==> src/rtl/booth_mult.sv <==
// Three-channel lockstep radix-2 Booth multiplier: Q1.23 operands times a shared COEFF -> Q2.46.
// Optional busy output enabled by defining BOOTH_MULT_BUSY_EN.
module booth_mult #(
  parameter int unsigned MANTISSA_WIDTH = 23,
  parameter logic [MANTISSA_WIDTH:0] COEFF = 24'h400000
) (
  input  logic                        clk_i_fix_multi,
  input  logic                        rst_i_fix_multi,
  input  logic                        en_i_fix_multi,
  input  logic [MANTISSA_WIDTH:0]     data_i_from_upper_Red,
  input  logic [MANTISSA_WIDTH:0]     data_i_from_upper_Green,
  input  logic [MANTISSA_WIDTH:0]     data_i_from_upper_Blue,
  output logic [2*MANTISSA_WIDTH+1:0] fixed_multiplication_result_Red_o,
  output logic [2*MANTISSA_WIDTH+1:0] fixed_multiplication_result_Green_o,
  output logic [2*MANTISSA_WIDTH+1:0] fixed_multiplication_result_Blue_o,
`ifdef BOOTH_MULT_BUSY_EN
  output logic                        busy_o_fix_multi,
`endif
  output logic                        fixed_multiplication_done_o
);

  localparam int unsigned W        = MANTISSA_WIDTH + 1;
  localparam int unsigned AccW     = 2 * W + 2;
  localparam int unsigned CntW     = $clog2(W + 1);
  localparam logic [CntW-1:0] LastStep = CntW'(W - 1);

  typedef enum logic [1:0] {StIdle, StRun, StDone} state_e;

  state_e                   state_q;
  logic [CntW-1:0]          step_q;
  // Per channel accumulator layout: {A (W+1 bits), Q (W bits), Q-1}
  logic [2:0][AccW-1:0]     acc_q;
  logic [2:0][W-1:0]        din;

  assign din = {data_i_from_upper_Blue, data_i_from_upper_Green, data_i_from_upper_Red};

  function automatic logic [AccW-1:0] booth_step(input logic [AccW-1:0] acc);
    logic [W:0] a;
    logic [W:0] coeff_x;
    a       = acc[AccW-1 -: W+1];
    coeff_x = {COEFF[W-1], COEFF};
    case (acc[1:0])
      2'b01:   a = a + coeff_x;
      2'b10:   a = a - coeff_x;
      default: a = a;
    endcase
    // Arithmetic shift right of {A,Q,Q-1}; old Q0 becomes the new Q-1.
    return {a[W], a, acc[W:1]};
  endfunction

  always_ff @(posedge clk_i_fix_multi) begin
    if (rst_i_fix_multi) begin
      state_q                             <= StIdle;
      step_q                              <= '0;
      acc_q                               <= '0;
      fixed_multiplication_result_Red_o   <= '0;
      fixed_multiplication_result_Green_o <= '0;
      fixed_multiplication_result_Blue_o  <= '0;
      fixed_multiplication_done_o         <= 1'b0;
`ifdef BOOTH_MULT_BUSY_EN
      busy_o_fix_multi                    <= 1'b0;
`endif
    end else begin
      fixed_multiplication_done_o <= 1'b0;
      unique case (state_q)
        StIdle: begin
          if (en_i_fix_multi) begin
            for (int ch = 0; ch < 3; ch++) begin
              acc_q[ch] <= {{(W + 1){1'b0}}, din[ch], 1'b0};
            end
            step_q  <= '0;
            state_q <= StRun;
`ifdef BOOTH_MULT_BUSY_EN
            busy_o_fix_multi <= 1'b1;
`endif
          end
        end
        StRun: begin
          for (int ch = 0; ch < 3; ch++) begin
            acc_q[ch] <= booth_step(acc_q[ch]);
          end
          step_q <= step_q + CntW'(1);
          if (step_q == LastStep) begin
            state_q <= StDone;
          end
        end
        StDone: begin
          fixed_multiplication_result_Red_o   <= acc_q[0][2*W:1];
          fixed_multiplication_result_Green_o <= acc_q[1][2*W:1];
          fixed_multiplication_result_Blue_o  <= acc_q[2][2*W:1];
          fixed_multiplication_done_o         <= 1'b1;
          state_q                             <= StIdle;
`ifdef BOOTH_MULT_BUSY_EN
          busy_o_fix_multi                    <= 1'b0;
`endif
        end
        default: state_q <= StIdle;
      endcase
    end
  end

endmodule

==> config.mk <==
export PLATFORM = sky130hd
export DESIGN_NAME = booth_mult
export DESIGN_NICKNAME = d
export VERILOG_FILES = /design/src/rtl/booth_mult.sv
export SDC_FILE = /design/constraint.sdc
export NUM_CORES = 1
export LEC_CHECK = 0
export ABC_CLOCK_PERIOD_IN_PS = 1860
export BUFFER_PORTS_ARGS = -buffer_cell sky130_fd_sc_hd__buf_4
export CAP_MARGIN = 20
export CELL_PAD_IN_SITES_DETAIL_PLACEMENT = 0
export CELL_PAD_IN_SITES_GLOBAL_PLACEMENT = 1
export CORE_UTILIZATION = 40
export DETAILED_ROUTE_END_ITERATION = 12
export GPL_ROUTABILITY_DRIVEN = 0
export PLACE_DENSITY_LB_ADDON = 0.08
export SLEW_MARGIN = 40
export SYNTH_ARGS = -nofsm -noshare
export SYNTH_HDL_FRONTEND = slang
export SYNTH_SLANG_ARGS = --single-unit
==> constraint.sdc <==
create_clock -name clk_i_fix_multi -period 1.86 [get_ports clk_i_fix_multi]
set_input_delay 0.186 -clock clk_i_fix_multi [delete_from_list [all_inputs] [get_ports clk_i_fix_multi]]
set_output_delay 0.186 -clock clk_i_fix_multi [all_outputs]
set_load 0.005 [all_outputs]
---- Word level (Yosys, flattened, before mapping) ----
Index checks and enable logic that the tools add are counted.
cells by class
  add/subtract/negate cells ............... 7
  multiply operators ...................... 0
  div/mod/pow operators ................... 0
  magnitude comparators ................... 0
  equal/unequal tests ..................... 11
  shift-type cells ........................ 0
  mux-type cells .......................... 11
  bitwise logic cells ..................... 0
  reduce and logical (&&, ||, !) cells .... 4
operators by type and width
  kind                                                                   number
  150-bit one-hot mux with 2 select lines                                1
  150-bit two-way mux                                                    1
  25-bit one-hot mux with 2 select lines                                 3
  25-bit by 23-bit adder with 25-bit output, second input constant       3
  25-bit by 23-bit subtractor with 25-bit output, second input constant  3
  5-bit one-hot mux with 2 select lines                                  1
  2-bit by 1-bit == test with 1-bit output, second input constant        4
  2-bit == test, second input constant                                   4
  5-bit by 1-bit adder with 5-bit output, second input constant          1
  5-bit == test, second input constant                                   1
  5-bit two-way mux                                                      1
  2-bit two-way mux                                                      2
  2-bit != test, second input constant                                   2
  2-bit one-hot mux with 2 select lines                                  1
  2-bit AND reduction                                                    2
  2-bit zero test                                                        1
  2-bit nonzero test                                                     1
  1-bit two-way mux                                                      1
word-level totals
  flip-flop bits (word level) ............. 302
  latch bits .............................. 0
  memory bits (writable) .................. 0
  bits in read-only memories .............. 0
  input port bits ......................... 75
  output and inout bits ................... 145
  logic and storage cells ................. 42
  memories ................................ 0

---- Depth between registers and ports, before layout ----
Gate-level depths: netlist of the first run.
  depth after elaboration ................. 3
  gate-level depth with buffers ........... 6
  depth with buffers taken out ............ 6

---- Worst setup path before layout of the first run ----
OpenSTA, ideal clock, no wires.
  kind .................................... reg-to-reg
  start ................................... register state_q[1]
  end ..................................... register acc_q[19] in the netlist's numbering
  library setup time ...................... 117 ps
  data arrival time ....................... 1,287 ps
  required time ........................... 1,743 ps
  path slack .............................. 456 ps
  cell stages (with the launch flop) ...... 7
  path buffers ............................ 3
  period minus slack after synthesis ...... 1,404 ps
  cells stage by stage .................... dfxtp_1 or3b_1 buf_2 buf_6 buf_6 o221ai_2 nor2_1
between the ends
  longest elaborated chain between the ends .. 3
  elaborated cells on any way between the ends .. 6
  those cells by class .................... eq/ne (2); mux (1); reduce/logical (3)
RTL lines
  element                                                                      RTL line  source
  from (decl)                                                                  29        state_e state_q;
  from (signal assigned)                                                       53        state_q <= StIdle;
  from (signal assigned)                                                       72        state_q <= StRun;
  from (signal assigned)                                                       84        state_q <= StDone;
  2-bit by 1-bit == test with 1-bit output or 2-bit zero test (tied branches)  65        unique case (state_q)
  2-bit nonzero test (no line) or 2-bit != test (tied branches)                -
  2-bit AND reduction (no line)                                                -
  to (signal, indexed assignment)                                              69        acc_q[ch] <= {{(W + 1){1'b0}}, din[ch], 1'b0};
  to (signal, indexed assignment)                                              80        acc_q[ch] <= booth_step(acc_q[ch]);
  to (decl)                                                                    32        logic [2:0][AccW-1:0] acc_q;
Parallel ways exist; a longest one is shown, timed or not.
A chain may end at the register's enable or synchronous reset.

---- Final worst setup path of the first run ----
  start ................................... register state_q[1]
  end ..................................... register step_q[4]
between the ends
  longest elaborated chain between the ends .. 3
  elaborated cells on any way between the ends .. 6
  those cells by class .................... eq/ne (2); mux (1); reduce/logical (3)
RTL lines
  element                                                                      RTL line  source
  2-bit by 1-bit == test with 1-bit output or 2-bit zero test (tied branches)  65
  2-bit nonzero test (no line) or 2-bit != test (tied branches)                -
  2-bit AND reduction (no line)                                                -
  to (signal assigned)                                                         82        step_q <= step_q + CntW'(1);
  to (decl)                                                                    30        logic [CntW-1:0] step_q;
Parallel ways exist; a longest one is shown, timed or not.

==> metrics.yaml, run 1 <==
cp.required_ps: 2290
n_antenna_cell: 0
critical_path_class: "reg -> reg"
cts_root_buf: "clkbuf_16"
avgSynthCellArea_um2: 8.880
grt_pass1_wl_um: 43220
cts.path.max_buffers: 3
drv_cap: 0
clock_sinks: 299
ys_ff_latch: 299
worstHoldStart: "data_i_from_upper_Red[9]"
numCtsBuffers: 34
synth_nets: 1276
fin_nets: 1486
tightestPinTransition_ps: 623.5
fin_setup_tns_ps: 0
syn_area_um2: 10600
status: "finished, final reports clean"
timing.slew.headroom_pct: 58.35
firstDrtPassIters: 5
crit_path_max_incr_delay_ps: 530
port_buffers: 219
worstSetupStartpoint: "state_q[1]"
syn_to_final_growth_pct: 31.84
dieArea_um2: 27160
drt-total-wl_um: 27120
coreArea_um2: 26060
grt_overflow_total: 0
ys_seq_area_share_pct: 56.46
synth_warnings: 0
via_count: 8846
wl_per_cell_um: 15.44
dp_hpwl_um: 16480
period_minus_slack_ps: 1644
cp-start-kind: "flop"
cts.clk_slew.worst_paths_ps: 60
die_x_um: 164.8
ios: 220
antenna_found_initial: 0
fin_area_um2: 13980
track_usage_pct: 19.61
ir_drop_uv: 734.9
drive_gt1_share_pct: 21.59
crit_chain: "or3b_4 -> buf_4 -> o311ai_0 -> a21oi_1"
hold_viol_final: 0
rsz0062_at_grt: "no"
crit_slowest_cell: "or3b_4"
cp-end-kind: "flop"
h-tree-depth: 2
grt_start_max_net_pins: 75
fin_crit_sh_pct: 88.41
timing.rr.start: "state_q[1]"
dr.first_iter.drc_count: 415
ant_nets: 0
drc_errors: 0
worst_clock_skew_ps: 9.841
arrival_ps: 2070
cp_max_fo: 35
synth_edf_count: 0
die_y_um: 164.8
clk_latency_ps: 500
hold_path.class: "in -> reg"
tritoncts: "yes"
ys.flop_type: "dfxtp_1"
fillers: 2517
grt_pass1_vias: 8257
rows: 59
leakage_nw: 5.444
setup_viol: 0
ys_types: 32
drv_slew: 0
async_flop_share_pct: 0
routed_via_density: 5.035
postPlaceCellArea_um2: 12600
netlist_instances: 1194
fmax_ghz: 0.6081
p_per_area_nw_per_um2: 1003
start_util_pct: 40.69
==> Yosys cell counts, drive strengths merged (4+ instances only) <==
master | n | area share (%)
a22o | 67 | 5.5
nand2 | 300 | 11
ha | 4 | 0.47
dfxtp | 299 | 56
nor2b | 5 | 0.30
nor2 | 151 | 5.4
o221ai | 72 | 6.8
a21oi | 157 | 7.4
buf | 57 | 2.8
clkbuf | 41 | 1.5
inv | 9 | 0.32
o21ai | 6 | 0.28
==> layout by cell type (no fill, tap or decap), types with 6 or more instances in the layout <==
| cell | netlist | routed |
|---|---|---|
| o21ai_0 | 6 | 6 |
| clkbuf_16 | 0 | 35 |
| buf_12 | 0 | 15 |
| nand2_1 | 300 | 300 |
| inv_1 | 8 | 8 |
| dlygate4sd3_1 | 0 | 32 |
| buf_4 | 3 | 224 |
| o221ai_2 | 14 | 14 |
| nor2_1 | 149 | 149 |
| a21oi_1 | 157 | 157 |
| a22o_1 | 67 | 67 |
| clkbuf_1 | 41 | 9 |
| dfxtp_1 | 299 | 299 |
| o221ai_1 | 58 | 58 |
==> area by class of cell <==
cell class	count	area (µm²)	share of cell area [%]
inverter	9	33.78	0.2417
tap	335	419.2	2.999
multi-input combinational	788	4169	29.82
clock buffer	49	978.4	7.000
clock inverter	5	78.83	0.5639
timing repair buffer	272	2313	16.55
sequential	299	5986	42.82
==> state kept, by name, indices dropped and copies added (netlist names) <==
name	cells
fixed_multiplication_result_Blue_o	48
step_q	5
fixed_multiplication_done_o	1
acc_q	147
fixed_multiplication_result_Green_o	48
fixed_multiplication_result_Red_o	48
state_q	2
==> power by group <==
| part | leakage, nW | switching, W | total [W] | internal [W] |
|---|---|---|---|---|
| combinational | 2.50 | 0.000484 | 0.000888 | 0.000404 |
| sequential | 2.43 | 0.000143 | 0.00672 | 0.00658 |
| clock | 0.519 | 0.00251 | 0.00642 | 0.00390 |
| total | 5.44 | 0.00314 | 0.0140 | 0.0109 |
==> metal layers <==
| metal | routed length (µm) | global-route usage, % | part of all wire [%] | vias to the layer above |
|---|---|---|---|---|
| li1 | - | - | - | 4500 |
| met1 | 13000 | 27.25 | 48 | 4111 |
| met2 | 12100 | 30.48 | 45 | 195 |
| met3 | 1530 | 4.520 | 5.6 | 40 |
| met4 | 487 | 5.046 | 1.8 | 0 |
| met5 | 0 | 0 | 0 | - |
==> logic make-up (layout without fill, tap and decap cells) <==
group	Yosys count	after routing	synth area share (%)
AO/OA/AOI/OAI	308	308	20.50
adder cells (fa/ha/maj)	7	7	1.039
XOR/XNOR	3	3	0.2479
AND/OR/NAND/NOR	470	470	17.15
flip-flops	299	299	56.46
buffers and inverters	107	335	4.614
==> path summary, 6_finish.rpt <==
check	to	cells past startpoint	slack, ps
worst min-delay path	acc_q[10]	3	10
worst max register to register	step_q[4]	4	220
worst max-delay path	step_q[4]	4	220
worst min register to register	fixed_multiplication_result_Blue_o[36]	2	450
==> critical path: cells and delay by family, from the launching register on <==
| family | cells | cell delay [ps] |
|---|---|---|
| and+or+nand+nor | 1 | 530 |
| DFF | 1 | 480 |
| AOI/OAI and AO/OA | 2 | 290 |
| buffers and inverters | 1 | 260 |
==> metrics by stage <==
stage / std cells / power [W] / worst slack [ps] / hold slack, ps / util, %
detailed placement: 1671 / 0.007695 / 213.5 / 446.6 / 48.36
CTS: 1757 / 0.01419 / 193.4 / 0.1773 / 53.64
finish: 1757 / 0.01403 / 215.6 / 11.21 / 53.64
floorplan: 1194 / 0.007356 / 455.6 / 386.7 / -
global route: 1757 / 0.01457 / 75.93 / 14.17 / 53.64
global placement: 1671 / 0.007682 / 247.6 / 442.9 / 48.36
==> repair_timing <==
item,CTS,global route
buffers inserted,0,0
gates resized for setup,0,0
hold buffers,32,0
hold endpoints to repair,32,0
Power figures use the tool's default switching activity.
==> run 2: changes to the inputs <==
--- a/config.mk
+++ b/config.mk
@@ -7,10 +7,11 @@
 export LEC_CHECK = 0
 export ABC_CLOCK_PERIOD_IN_PS = 1860
 export BUFFER_PORTS_ARGS = -buffer_cell sky130_fd_sc_hd__buf_4
-export CAP_MARGIN = 20
+export CAP_MARGIN = 10
 export CELL_PAD_IN_SITES_DETAIL_PLACEMENT = 0
 export CELL_PAD_IN_SITES_GLOBAL_PLACEMENT = 1
-export CORE_UTILIZATION = 40
+export CORE_UTILIZATION = 42
+export CTS_BUF_LIST = sky130_fd_sc_hd__clkbuf_4 sky130_fd_sc_hd__clkbuf_8
 export DETAILED_ROUTE_END_ITERATION = 12
 export GPL_ROUTABILITY_DRIVEN = 0
 export PLACE_DENSITY_LB_ADDON = 0.08
==> constraint.sdc (replaced) <==
create_clock -name clk_i_fix_multi -period 1.86 [get_ports clk_i_fix_multi]
set_input_delay 0.372 -clock clk_i_fix_multi [delete_from_list [all_inputs] [get_ports clk_i_fix_multi]]
set_output_delay 0.372 -clock clk_i_fix_multi [all_outputs]
set_load 0.005 [all_outputs]
==> run 2 against run 1 <==
Critical path depth stayed put; clock skew increased by 12 ps; design area shrank 2.6%; critical endpoint is now acc_q[34]; largest power group unchanged.
==> metrics.yaml, run 2 (same netlist as run 1, synthesis figures left out) <==
regMostFlops: "acc_q"
h-tree-depth: 2  # unchanged
fin_ws_ps: 305.4  # +89.86 ps
drt-total-wl_um: 26670  # -1.7%
drv_slew: 0  # unchanged
cts.clk_slew.worst_paths_ps: 60  # about the same
leakage_nw: 5.342  # -1.9%
fmax_ghz: 0.6433  # +5.8%
dp_hpwl_um: 16020  # -2.8%
tritoncts: "yes"
start_util_pct: 43.22  # +2.5 points
cp_max_fo: 26  # -26%
crit_path_max_incr_delay_ps: 500  # -30 ps
place_ws_ps: 291.2  # +77.73 ps
drc_errors: 0  # unchanged
final_util_pct: 55.51  # +1.9 points
cp-end-kind: "flop"
syn_to_final_growth_pct: 28.44
die_y_um: 160.9  # -2.4%
cp-start-kind: "flop"
status: "finished, final reports clean"
crit_slowest_cell: "nor2_4"
rows: 57  # -3.4%
cp.required_ps: 2350  # +60 ps
grt_pass1_vias: 8223  # -0.41%
routed_via_density: 5.044  # +0.18%
p_per_area_nw_per_um2: 988.6  # -1.5%
worst_clock_skew_ps: 21.47  # +11.63 ps
firstDrtPassIters: 4  # -1
dp.cells: 1660  # -0.66%
dieArea_um2: 25880  # -4.7%
cpLargestDelayFamily: "simple AND/OR/NAND/NOR gates"
cts_root_buf: "clkbuf_8"
setup_viol: 0  # unchanged
track_usage_pct: 19.97  # +0.35 points
holdWs_ps: 121.4  # +110.2 ps
cp_num_buf_inv: 1  # unchanged
rsz0062_at_grt: "no"
fin_nets: 1468  # -1.2%
n_antenna_cell: 0  # unchanged
arrival_ps: 2050  # -20 ps
ios: 220  # unchanged
grt_start_max_net_pins: 91  # +21%
period_minus_slack_ps: 1555  # -89.86 ps
numCtsBuffers: 48  # +41%
cts_resized: 0  # unchanged
port_buffers: 219  # unchanged
drive_gt1_share_pct: 24.63  # +3.0 points
grt_pass1_wl_um: 42470  # -1.7%
crit_chain: "nand2b_4 -> nor2_4 -> buf_12 -> a22o_1"
ir_drop_uv: 544.6  # -26%
critical_path_class: "reg -> reg"
clock_sinks: 299  # unchanged
cts.path.max_buffers: 3  # unchanged
coreArea_um2: 24530  # -5.9%
fin_cells: 1749  # -0.46%
largest_reg_flops: 147  # unchanged
final_common_cell: "nand2_1"
fin_crit_sh_pct: 83.58  # -4.8 points
cts_hold_buf: 0  # -100%
dr.first_iter.drc_count: 470  # +13%
post_cts_buffers: 0  # unchanged
wl_per_cell_um: 15.25  # -1.2%
grt_overflow_total: 0  # unchanged
timing.slew.headroom_pct: 54.61  # -3.7 points
hold_viol_final: 0  # unchanged
die_x_um: 160.9  # -2.4%
antenna_found_initial: 0  # unchanged
layout_common_cells: "nand2_1, dfxtp_1, buf_4"
clk_latency_ps: 560  # +60 ps
drv_cap: 0  # unchanged
ant_nets: 0  # unchanged
hold_path.class: "in -> reg"
tightestPinTransition_ps: 680.8  # +57.31 ps
via_count: 8822  # -0.27%
fin_setup_tns_ps: 0  # unchanged
==> run 2: cell types whose count changed in the layout (fill, tap and decap cells not counted) <==
cell / before / now
clkinvlp_4: 0 / 2
inv_6: 1 / 0
buf_6: 1 / 3
clkinv_2: 2 / 3
buf_12: 15 / 13
clkbuf_4: 0 / 22
bufinv_16: 2 / 0
clkbuf_8: 5 / 62
clkbuf_1: 9 / 0
dlygate4sd3_1: 32 / 0
clkbuf_16: 35 / 0
==> run 2: cell type report <==
class	count	area, µm²
fillers	2387	10920
clock inverters	5	30.03
repair buffers	240	1976
flip-flops and latches	299	5986
well taps	324	405.4
clock buffers	84	1018
inverters	9	33.78
multi-input cells	788	4169
==> run 2: metal layers <==
layer / wire [µm] / global-route usage, % / vias up / part of all wire, %
li1: - / - / 4466 / -
met1: 12440 / 27.32 / 4089 / 47
met2: 11880 / 31.13 / 221 / 45
met3: 1786 / 4.700 / 46 / 6.7
met4: 563 / 6.132 / 0 / 2.1
met5: 0 / 0 / - / 0
==> run 2: power breakdown <==
part | total (W) | switching (W) | internal (W)
sequential | 0.00672 | 0.000141 | 0.00658
combinational | 0.000820 | 0.000467 | 0.000353
clock | 0.00592 | 0.00250 | 0.00342
==> run 2: path summary, 6_finish.rpt <==
path                            slack (ps)                                       to  cells past startpoint                                    start
worst max register to register         310                                acc_q[34]                      4                               state_q[1]
worst min register to register         450  fixed_multiplication_result_Green_o[34]                      2  fixed_multiplication_result_Green_o[34]
worst min-delay path                   120                                acc_q[14]                      3                data_i_from_upper_Red[13]
worst max-delay path                   310                                acc_q[34]                      4                               state_q[1]
==> run 2: per-stage QoR <==
stage          total power, W  cell area [µm²]
2_1_floorplan        0.007356            10600
3_3_place_gp         0.007671            12560
3_5_place_dp         0.007682            12570
4_1_cts               0.01366            13620
5_1_grt               0.01407            13620
6_report              0.01346            13620
==> run 2: worst reg2reg max path, delay by kind of cell, from the launching register on <==
family	cells	cell delay, ps
AND/OR/NAND/NOR	2	700
flip-flops	1	380
buffers and inverters	1	260
AO/OA/AOI/OAI	1	170
